$ cat src/rtl/branch_resolve_redirect.sv
// ============================================================================
// Module   : branch_resolve_redirect
// Brief    : Branch resolution consumer: mispredict recovery (flush, then
//            redirect) plus a predictor-training update FIFO toward fetch.
//            Optional statistics counters enabled by defining BRU_STATS_EN.
// Revision : 1.0 - initial release
// ============================================================================
`default_nettype none

module branch_resolve_redirect #(
    parameter int SIZE_PC      = 32,
    parameter int SIZE_AGE     = 6,
    parameter int UPD_DEPTH    = 4,
    parameter int FLUSH_CYCLES = 2
) (
    input  logic                clk,
    input  logic                reset,
    input  logic                exeValid_i,
    input  logic [SIZE_PC-1:0]  exePC_i,
    input  logic [SIZE_PC-1:0]  exeNextPC_i,
    input  logic                exeDir_i,
    input  logic [7:0]          exeFlags_i,
    input  logic [SIZE_AGE-1:0] exeAge_i,
    input  logic [SIZE_AGE-1:0] headAge_i,
    input  logic                bpUpdReady_i,
    output logic                flush_o,
    output logic [SIZE_AGE-1:0] recoverAge_o,
    output logic                redirectValid_o,
    output logic [SIZE_PC-1:0]  redirectPC_o,
    output logic                fetchStall_o,
    output logic                bpUpdValid_o,
    output logic [SIZE_PC-1:0]  bpUpdPC_o,
    output logic [SIZE_PC-1:0]  bpUpdTarget_o,
    output logic                bpUpdDir_o,
    output logic [15:0]         mispredCnt_o,
    output logic [15:0]         updDropCnt_o
);

    localparam int c_AW     = $clog2(UPD_DEPTH);
    localparam int c_CNT_W  = $clog2(FLUSH_CYCLES + 1);
    localparam int c_ENT_W  = 2 * SIZE_PC + 1;
    localparam logic [c_CNT_W-1:0] c_CNT_LOAD = c_CNT_W'(FLUSH_CYCLES);
    localparam logic [c_CNT_W-1:0] c_CNT_ONE  = c_CNT_W'(1);

    typedef enum logic [1:0] {
        S_IDLE     = 2'd0,
        S_FLUSH    = 2'd1,
        S_REDIRECT = 2'd2
    } state_t;

    state_t               r_state, w_state_nx;
    logic [c_CNT_W-1:0]   r_cnt, w_cnt_nx;
    logic [SIZE_AGE-1:0]  r_age, w_age_nx;
    logic [SIZE_PC-1:0]   r_pc, w_pc_nx;
    logic                 w_flush, w_redirect, w_stall;

    // Ages are compared by distance from the oldest in-flight instruction.
    logic [SIZE_AGE-1:0]  w_dist_exe, w_dist_lat;
    logic                 w_mispred, w_accept, w_squash;

    assign w_dist_exe = exeAge_i - headAge_i;
    assign w_dist_lat = r_age - headAge_i;
    assign w_mispred  = exeValid_i & exeFlags_i[0];
    assign w_accept   = w_mispred & ((r_state == S_IDLE) | (w_dist_exe < w_dist_lat));
    assign w_squash   = (r_state != S_IDLE) & (w_dist_exe > w_dist_lat);

    always_comb begin
        w_state_nx = r_state;
        w_cnt_nx   = r_cnt;
        w_age_nx   = r_age;
        w_pc_nx    = r_pc;
        w_flush    = 1'b0;
        w_redirect = 1'b0;
        w_stall    = 1'b0;
        case (r_state)
            S_FLUSH: begin
                w_flush = 1'b1;
                w_stall = 1'b1;
                if (r_cnt == c_CNT_ONE) begin
                    w_state_nx = S_REDIRECT;
                end else begin
                    w_cnt_nx = r_cnt - c_CNT_ONE;
                end
            end
            S_REDIRECT: begin
                w_redirect = 1'b1;
                w_stall    = 1'b1;
                w_state_nx = S_IDLE;
            end
            default: ;
        endcase
        // An older mispredict always wins and restarts the full flush window.
        if (w_accept) begin
            w_state_nx = S_FLUSH;
            w_cnt_nx   = c_CNT_LOAD;
            w_age_nx   = exeAge_i;
            w_pc_nx    = exeNextPC_i;
        end
    end

    always_ff @(posedge clk or posedge reset) begin
        if (reset) begin
            r_state <= S_IDLE;
            r_cnt   <= '0;
            r_age   <= '0;
            r_pc    <= '0;
        end else begin
            r_state <= w_state_nx;
            r_cnt   <= w_cnt_nx;
            r_age   <= w_age_nx;
            r_pc    <= w_pc_nx;
        end
    end

    assign flush_o         = w_flush;
    assign redirectValid_o = w_redirect;
    assign fetchStall_o    = w_stall;
    assign recoverAge_o    = r_age;
    assign redirectPC_o    = r_pc;

    // Update FIFO: pointers carry one extra bit to tell full from empty.
    logic [c_ENT_W-1:0] r_mem [UPD_DEPTH];
    logic [c_AW:0]      r_wr_ptr, r_rd_ptr, w_wr_nx, w_rd_nx;
    logic [c_ENT_W-1:0] r_head, w_wdata, w_head_src;
    logic               r_upd_valid;
    logic               w_push_req, w_push, w_pop, w_full, w_drop;

    assign w_push_req = exeValid_i & exeFlags_i[5] & ~w_squash;
    assign w_pop      = r_upd_valid & bpUpdReady_i;
    assign w_full     = (r_wr_ptr[c_AW] != r_rd_ptr[c_AW]) &&
                        (r_wr_ptr[c_AW-1:0] == r_rd_ptr[c_AW-1:0]);
    assign w_push     = w_push_req & (~w_full | w_pop);
    assign w_drop     = w_push_req & w_full & ~w_pop;
    assign w_wdata    = {exePC_i, exeNextPC_i, (exeFlags_i[2] ? exeDir_i : 1'b1)};
    assign w_wr_nx    = r_wr_ptr + {{c_AW{1'b0}}, w_push};
    assign w_rd_nx    = r_rd_ptr + {{c_AW{1'b0}}, w_pop};
    // When the FIFO drains to the slot being written, the new head is the write data.
    assign w_head_src = (w_rd_nx == r_wr_ptr) ? w_wdata : r_mem[w_rd_nx[c_AW-1:0]];

    always_ff @(posedge clk) begin
        if (w_push) begin
            r_mem[r_wr_ptr[c_AW-1:0]] <= w_wdata;
        end
    end

    always_ff @(posedge clk or posedge reset) begin
        if (reset) begin
            r_wr_ptr    <= '0;
            r_rd_ptr    <= '0;
            r_upd_valid <= 1'b0;
            r_head      <= '0;
        end else begin
            r_wr_ptr    <= w_wr_nx;
            r_rd_ptr    <= w_rd_nx;
            r_upd_valid <= (w_rd_nx != w_wr_nx);
            if (w_rd_nx != w_wr_nx) begin
                r_head <= w_head_src;
            end
        end
    end

    assign bpUpdValid_o  = r_upd_valid;
    assign bpUpdPC_o     = r_head[c_ENT_W-1 -: SIZE_PC];
    assign bpUpdTarget_o = r_head[SIZE_PC:1];
    assign bpUpdDir_o    = r_head[0];

`ifdef BRU_STATS_EN
    logic [15:0] r_mispred_cnt, r_drop_cnt;

    always_ff @(posedge clk or posedge reset) begin
        if (reset) begin
            r_mispred_cnt <= '0;
            r_drop_cnt    <= '0;
        end else begin
            if (w_accept && (r_mispred_cnt != 16'hFFFF)) begin
                r_mispred_cnt <= r_mispred_cnt + 16'd1;
            end
            if (w_drop && (r_drop_cnt != 16'hFFFF)) begin
                r_drop_cnt <= r_drop_cnt + 16'd1;
            end
        end
    end

    assign mispredCnt_o = r_mispred_cnt;
    assign updDropCnt_o = r_drop_cnt;
`else
    logic w_unused_stats;
    assign w_unused_stats = w_drop;
    assign mispredCnt_o   = 16'd0;
    assign updDropCnt_o   = 16'd0;
`endif

    logic w_unused_flags;
    assign w_unused_flags = ^{exeFlags_i[7:6], exeFlags_i[4:3], exeFlags_i[1]};

endmodule

`default_nettype wire

$ cat config.mk
export PLATFORM = sky130hd
export DESIGN_NAME = branch_resolve_redirect
export DESIGN_NICKNAME = d
export VERILOG_FILES = /design/src/rtl/branch_resolve_redirect.sv
export SDC_FILE = /design/constraint.sdc
export NUM_CORES = 1
export LEC_CHECK = 0
export ABC_AREA = 0
export CAP_MARGIN = 30
export CORE_MARGIN = 2
export CORE_UTILIZATION = 50
export CTS_CLUSTER_DIAMETER = 120
export DETAILED_ROUTE_END_ITERATION = 7
export PLACE_DENSITY = 0.86
export SETUP_SLACK_MARGIN = 0.5
export SLEW_MARGIN = 40
export SYNTH_ARGS = -nofsm -noshare
export SYNTH_HDL_FRONTEND = slang
export SYNTH_SLANG_ARGS = --single-unit
$ cat constraint.sdc
create_clock -name clk -period 14.56 [get_ports clk]
set_input_delay 2.912 -clock clk [delete_from_list [all_inputs] [get_ports clk]]
set_output_delay 2.912 -clock clk [all_outputs]
set_load 0.05 [all_outputs]
==> reports/metrics.cfg, run 1 <==
[sta]
hold_violations = 0
rsz0062_at_grt = no
min_period_ps = 8160
slew_viol_final = 0
hold_ws_ps = 505
fmax_ghz = 0.123
setup_viol = 0
setup_tns_ps = 0
slew_headroom_pct = 47.0
tightest_slew_ps = 795
skew_ps = 29.1
fin_crit_sh_pct = 56.1

[synth]
synth_area_leaders = edfxtp_1 (52%), dfrtp_1 (19%), mux4_2 (9.7%)
avgSynthCellArea_sq_um = 16.1
ys_ff_latch = 374
netlist.area_leader.share_pct = 51.6
yosysTopAreaCell = edfxtp_1
yosys.cell_count.top_type = edfxtp_1
syn-cell-area_sq_um = 15100
synthFlopType = edfxtp_1
syn_inst = 942
yosys-top-cells-count = edfxtp_1 (260), nand2_1 (142), dfrtp_1 (114), nor2_1 (71)
synth-seq-area-share_pct = 70.5
synth_edf_count = 260
ys_warn_count = 0
async_flop_share_pct = 30.5
synth_cell_types = 36

[cts]
post_cts_resized = 0
cts_made_buffers = 39
cts.sinks = 374
hold_buffers = 0
root_buffer = clkbuf_16
path_clk_slew_ps = 60
h-tree-depth = 2
cts_max_path_buffers = 3
cts_setup_buffers = 0
clock_latency_ps = 530
cts_tree = built

[floorplan]
die_height_um = 178
rows = 63
core_sq_um = 29700
pin_count = 228
die_area_sq_um = 31600
start_util_pct = 50.9
dieWidth_um = 178

[cells_and_area]
area_delta_synth_final_pct = 22.9
n_fill_cell = 2124
nets = 1252
fin_cells = 1559
drive_above_1_share_pct = 15.6

[drt]
via_per_inst = 5.44
wl_per_cell_um = 19.7
antenna_left = 0
drtIter0Drc = 502
drt-pass1-iter-count = 4
drc = 0
wirelength_um = 30800
dr_total_vias = 8486

[setup_path]
critPathMaxFanout = 75
arrival_ps = 8580
crit_path_cell_trace = clkdlybuf4s50_1 -> inv_1 -> ha_1 -> nor2b_1 -> o21ai_0 -> a21boi_0 -> nor4_1 -> a311o_1 -> ha_1 -> nand2_1 -> o21ai_0 -> a21oi_1 -> o31ai_4 -> inv_1 -> ha_1 -> ha_1 -> xor2_2 -> xnor2_1 -> or3_4 -> buf_4 -> nor2_1 -> a31oi_1
worst_setup_path_start_kind = primary input
cpMaxStageDelayCell = buf_4
regToRegSetupSlack_ps = 9090
reg2reg_depth = 22
crit_path_end_kind = flop
cp_num_buf_inv = 4
r2r_start = recoverAge_o[0]
crit_start = headAge_i[1]
worst-setup-path-type = in -> reg
r2r-end = r_head[41]
cpMostUsedCell = ha_1
max_stage_delay_ps = 730
path_delay_family = compound AO/OA/AOI/OAI gates
worstPathRequired_ps = 14980

[min_path]
hold_class = reg -> reg
holdCritStartpoint = redirectPC_o[18]
whs_endpoint = redirectPC_o[18]
min_path_cells = 1

[global_routing]
grtUsageMet2_pct = 33.2
grt_pass1_vias = 8789
grt_max_degree = 76
grt_pass1_wl_um = 48400
grt_overflow = 0
grt.busiest_layer = met2
track_usage_pct = 19.9
antenna_found_initial = 2
use_met1_pct = 26.7
gr-usage-met3_pct = 3.90

[flow_run]
max-cap-violations = 0

[placement]
gp_congestion = 0.767
place_inst = 1487
post-dp-hpwl_um = 18300
io_buffers = 190

[run_status]
status = complete, no violations

## worst max-delay path by stage
stage | end | cells past startpoint | slack [ps]
2_1_floorplan | r_mem[2][0] | 13 | 4290
3_3_place_gp | r_head[20] | 22 | 5810
3_5_place_dp | r_head[41] | 22 | 5620
4_1_cts | r_head[41] | 22 | 6140
5_1_grt | r_head[41] | 22 | 5950
6_report | r_head[41] | 22 | 6400
## worst reg2reg max path, cell delays in order (launching register included)
cell and delay [ps]:
dfrtp_1 400, inv_1 80, ha_1 180, inv_1 60, fa_1 400, nand2_1 90
nand2_1 50, a21oi_1 190, xor2_1 110, ha_1 290, nand2_1 70, o21ai_0 220
a21oi_1 130, o31ai_4 520, inv_1 110, ha_1 210, ha_1 220, xor2_2 170
xnor2_1 200, or3_4 580, buf_4 740, nor2_1 140, a31oi_1 230
## routing by layer
metal  vias to the layer above  wire length (um)
met5                         -                13
met4                         2               663
met3                        48              1680
met2                       267             15500
met1                      4329             13000
li1                       3840                 -
## placed cells by master (no fill, tap or decap), types with 3 or more instances in the layout
master           instances
conb_1                  32
clkbuf_1                12
clkinv_1                 5
mux2_2                  37
xor2_1                  10
ha_1                    21
buf_6                    4
and2_1                   4
mux4_2                  65
xnor2_1                  9
inv_6                    4
nor4_1                   3
a31oi_1                 65
clkbuf_16               39
nand2_1                142
nor2b_1                  3
edfxtp_1               260
inv_1                   17
buf_4                    6
nor2_1                  70
a21boi_0                 3
clkinv_2                 4
dfrtp_1                114
a21oi_1                  5
clkinvlp_4               3
o21ai_0                  7
clkdlybuf4s50_1        190
clkbuf_8                 3
## area by class of cell
class	instances	area, sq um	area share (%)
Clock inverter	17	108	0.579
Clock buffer	54	1060	5.72
Multi-Input combinational cell	501	4100	22.1
Antenna cell	1	2.50	0.0135
Timing Repair Buffer	204	2090	11.2
Tap cell	390	488	2.63
Inverter	18	72.6	0.391
Sequential cell	374	10700	57.4
## cells by family after synthesis
| group | count (synthesis) | share of synthesized area [%] |
|---|---|---|
| flip-flops | 374 | 70.5 |
| multiplexers | 103 | 12.5 |
| buffers and inverters | 98 | 3.82 |
| XOR/XNOR | 20 | 1.21 |
| other | 1 | 0.0248 |
| adder cells (fa/ha/maj) | 25 | 2.17 |
| AND/OR/NAND/NOR | 233 | 6.11 |
| AO/OA/AOI/OAI | 88 | 3.66 |
## through the flow
stage	worst slack (ps)	utilization, %	area [sq um]
6_report	6400	62.5	18600
5_1_grt	5950	62.5	18600
2_1_floorplan	4290	-	15200
3_3_place_gp	5810	58.1	17300
4_1_cts	6140	62.4	18600
3_5_place_dp	5620	58.5	17400
## flip-flops by register name, summed over array words and instances, names as in the netlist
register	count
r_mem	260
redirectPC_o	32
r_cnt	2
r_rd_ptr	3
bpUpdValid_o	1
recoverAge_o	6
r_state	2
r_wr_ptr	3
r_head	65
Power of run 1 is not shown: default switching activity piles up to over one toggle a cycle in this logic, so the estimate is an artifact.
==> run 2: changes to the inputs <==
CORE_UTILIZATION = 49   (was 50)
PLACE_DENSITY = 0.87   (was 0.86)
clock period = 6.9 ns   (was 14.56 ns; I/O delays follow)
==> reports/metrics.cfg, run 2 (synthesis results as in run 1) <==
[cts]
cts.sinks = 374
cts_made_buffers = 38
h-tree-depth = 2
cts_tree = built
hold_buffers = 0
clock_latency_ps = 510
root_buffer = clkbuf_16
cts_setup_buffers = 0
path_clk_slew_ps = 60
post_cts_resized = 0
cts_max_path_buffers = 3

[drt]
wl_per_cell_um = 19.8
dr_total_vias = 8535
via_per_inst = 5.44
drc = 0
drtIter0Drc = 726
drt-pass1-iter-count = 5
antenna_left = 0
wirelength_um = 31000

[min_path]
hold_class = reg -> reg
whs_endpoint = redirectPC_o[10]
holdCritStartpoint = redirectPC_o[10]
min_path_cells = 1

[global_routing]
grt_pass1_wl_um = 50300
track_usage_pct = 19.7
grt_pass1_vias = 9335
grt_overflow = 0
antenna_found_initial = 2
grt_max_degree = 67

[placement]
dpl_cell_area_sq_um = 17400
io_buffers = 190
post-dp-hpwl_um = 18900
gp_congestion = 0.753

[sta]
tightest_slew_ps = 741
hold_violations = 0
fin_crit_sh_pct = 85.7
slew_viol_final = 0
min_period_ps = 5910
setup_viol = 0
slew_headroom_pct = 50.6
setup_tns_ps = 0
rsz0062_at_grt = no
skew_ps = 21.1
fmax_ghz = 0.169

[setup_path]
worstPathRequired_ps = 7270
r2r_start = recoverAge_o[1]
regToRegSetupSlack_ps = 2170
cpMaxStageDelayCell = or3_4
worst_setup_path_start_kind = primary input
arrival_ps = 6280
critPathMaxFanout = 51
crit_path_end_kind = flop
cpMostUsedCell = ha_1
crit_path_cell_trace = clkdlybuf4s50_1 -> inv_1 -> ha_1 -> nor2b_1 -> o21ai_0 -> a21boi_0 -> nor4_1 -> a311o_1 -> ha_1 -> nand2_1 -> o21ai_0 -> a21oi_1 -> o31ai_1 -> inv_1 -> ha_1 -> ha_1 -> xor2_2 -> xnor2_1 -> or3_4 -> buf_4 -> nor2_1 -> a31oi_1
worst-setup-path-type = in -> reg
r2r-end = r_head[30]
reg2reg_depth = 20
max_stage_delay_ps = 650

[cells_and_area]
seq_area_sq_um = 10700
drive_above_1_share_pct = 16.1
nets = 1258
area_delta_synth_final_pct = 23.5
final_cell_area_sq_um = 18700
final_cell_mix = edfxtp_1 (260), clkdlybuf4s50_1 (190), nand2_1 (142), dfrtp_1 (114), nor2_1 (70)
largest_register_ffs = 260
n_fill_cell = 2169
multi_input_area_sq_um = 4080
final_common_cell = edfxtp_1

[floorplan]
dieWidth_um = 180
start_util_pct = 49.6
core_sq_um = 30500
die_area_sq_um = 32300
die_height_um = 180
rows = 64
pin_count = 228

[flow_run]
max-cap-violations = 0

[run_status]
status = complete, no violations

-- run 2: cell types whose count changed in the layout (fill, tap and decap cells not counted), sizes merged --
cell and change:
buf +7, bufinv +4, inv -4, clkinvlp -2, clkbuf -1, clkinv -1
diode +1
-- run 2: cell type report --
| class | count | share of cell area (%) |
|---|---|---|
| sequential | 374 | 57.1 |
| clock buffer | 53 | 5.61 |
| multi-input combinational | 501 | 21.9 |
| antenna | 2 | 0.0268 |
| clock inverter | 14 | 0.971 |
| tap | 396 | 2.65 |
| inverter | 18 | 0.389 |
| timing repair buffer | 211 | 11.4 |
-- run 2: worst max path at each step --
stage / slack, ps / endpoint / from / cells after the start
detailed placement: 480 / r_head[5] / headAge_i[1] / 22
global placement: 680 / r_head[27] / headAge_i[1] / 22
finish: 990 / r_head[30] / headAge_i[1] / 22
global route: 620 / r_head[30] / headAge_i[1] / 22
floorplan: 420 / r_mem[2][0] / headAge_i[1] / 13
CTS: 1000 / r_head[30] / headAge_i[1] / 22
-- run 2: layer usage --
layer | up-vias | wire length (um) | global-route usage, %
met5 | - | 0 | 0
met4 | 0 | 537 | 5.76
met3 | 37 | 1780 | 3.75
met2 | 287 | 15800 | 33.8
met1 | 4364 | 12900 | 25.7
li1 | 3847 | - | -
-- run 2: per-stage QoR --
step	hold WS (ps)	worst slack, ps	utilization, %	cells
4_1_cts	505	1000	61.2	1567
3_3_place_gp	486	677	56.9	1496
3_5_place_dp	492	481	57.2	1500
6_report	505	988	61.2	1569
2_1_floorplan	501	420	-	973
5_1_grt	528	625	61.2	1569
-- run 2: critical path: cells and delay by family --
kind,cells,cell delay [ps]
adders and majority gates,4,990
AOI/OAI and AO/OA,7,1560
buffers and inverters,4,950
xor gates and xnor gates,2,290
and+or+nand+nor,5,1080
Power of run 2 is left out for the same reason.
==> run 3: changes to the inputs <==
CORE_UTILIZATION = 50   (was 49)
CTS_BUF_LIST = sky130_fd_sc_hd__clkbuf_4   (was default)
PLACE_DENSITY = 0.89   (was 0.87)
==> reports/metrics.cfg, run 3 (synthesis results as in run 1) <==
[setup_path]
crit_path_cell_trace = clkdlybuf4s50_1 -> inv_1 -> ha_1 -> nor2b_1 -> o21ai_0 -> a21boi_0 -> nor4_1 -> a311o_1 -> ha_1 -> nand2_1 -> o21ai_0 -> a21oi_1 -> o31ai_1 -> inv_1 -> ha_1 -> ha_1 -> xor2_2 -> xnor2_1 -> or3_4 -> buf_12 -> nor2_1 -> a31oi_1
cpMaxStageDelayCell = or3_4
worstPathRequired_ps = 7420
crit_start = headAge_i[1]
arrival_ps = 6190
worst-setup-path-type = in -> reg
path_delay_family = compound AO/OA/AOI/OAI gates
cp_num_buf_inv = 4
critPathMaxFanout = 66
cpMostUsedCell = ha_1
worst_setup_path_start_kind = primary input
max_stage_delay_ps = 580
r2r_start = recoverAge_o[0]
crit_path_end_kind = flop

[global_routing]
track_usage_pct = 20.5
grt_overflow = 0
grt_pass1_wl_um = 49500
antenna_found_initial = 1
grt_max_degree = 68
grt_pass1_vias = 9379

[sta]
slew_headroom_pct = 51.2
setup_viol = 0
rsz0062_at_grt = no
tightest_slew_ps = 731
fmax_ghz = 0.176
skew_ps = 78.0
hold_violations = 0
setup_tns_ps = 0
min_period_ps = 5670
slew_viol_final = 0
fin_crit_sh_pct = 82.1
setup_ws_ps = 1230

[cts]
hold_buffers = 0
cts_made_buffers = 91
cts_setup_buffers = 0
cts_max_path_buffers = 3
clock_latency_ps = 720
cts.sinks = 374
root_buffer = clkbuf_4
cts_tree = built
post_cts_resized = 0
path_clk_slew_ps = 60
h-tree-depth = 3

[min_path]
holdCritStartpoint = redirectPC_o[10]
hold_class = reg -> reg

[drt]
wl_per_cell_um = 18.9
dr_total_vias = 8800
via_per_inst = 5.30
wirelength_um = 31300
drt-pass1-iter-count = 5
drtIter0Drc = 618
antenna_left = 0
drc = 0

[cells_and_area]
fin_cells = 1661
postLayoutCoreUtil_pct = 62.6
area_delta_synth_final_pct = 23.1
drive_above_1_share_pct = 22.0
final_cell_mix = edfxtp_1 (260), clkdlybuf4s50_1 (190), nand2_1 (142), clkbuf_4 (140), dfrtp_1 (114)
largest_register_ffs = 260
final_common_cell = edfxtp_1
nets = 1307

[placement]
io_buffers = 190
place_inst = 1490
gp_congestion = 0.745
post-dp-hpwl_um = 18600
pre_cts_ws_ps = 534

[run_status]
status = complete, no violations

[floorplan]
dieWidth_um = 178
pin_count = 228
start_util_pct = 50.9
rows = 63
core_sq_um = 29700
die_height_um = 178
die_area_sq_um = 31600

[flow_run]
max-cap-violations = 0

==> run 3: cell types whose count changed in the layout (fill, tap and decap cells not counted), sizes merged <==
cell,delta
inv,+3
buf,-4
clkbuf,+87
bufinv,-2
clkinv,+15
diode,-1
==> run 3: worst reg2reg max path, stage by stage (launching register included) <==
cell,delay (ps)
dfrtp_1,400
inv_1,90
ha_1,170
inv_1,60
fa_1,400
nand2_1,90
nand2_1,50
a21oi_1,200
xor2_1,120
ha_1,290
nand2_1,60
o21ai_0,200
a21oi_1,110
o31ai_1,400
inv_1,90
ha_1,200
ha_1,200
xor2_2,160
xnor2_1,140
or3_4,580
buf_12,270
nor2_1,220
a31oi_1,60
==> run 3: worst paths after layout <==
path	slack, ps	depth (start not counted)	to
max	1230	22	r_head[19]
min	500	1	redirectPC_o[10]
max reg2reg	2200	22	r_head[19]
min reg2reg	500	1	redirectPC_o[10]
max in group asynchronous	4720	3	redirectPC_o[13]
min in group asynchronous	1130	2	r_cnt[0]
==> run 3: metal layers <==
layer | wire length (um) | up-vias | global-route usage (%) | share of wire, %
met2 | 16000 | 333 | 34.9 | 51
met5 | 0 | - | 0 | 0
met1 | 12500 | 4394 | 25.8 | 40
met4 | 556 | 0 | 7.04 | 1.8
met3 | 2210 | 49 | 5.06 | 7.0
li1 | - | 4024 | - | -
==> run 3: stage by stage <==
stage / hold WS (ps) / cell area (sq um)
5_1_grt: 518 / 18600
3_5_place_dp: 493 / 17400
4_1_cts: 506 / 18600
6_report: 504 / 18600
3_3_place_gp: 487 / 17300
2_1_floorplan: 501 / 15300
==> run 3: final cells by class <==
type | count | area (sq um)
antenna | 1 | 2.50
clock buffer | 140 | 1050
clock inverter | 30 | 191
fill | 2136 | 11100
inverter | 18 | 72.6
multi-input combinational | 501 | 4090
sequential | 374 | 10700
tap | 390 | 488
timing repair buffer | 207 | 2060
Power of run 3 is left out for the same reason.
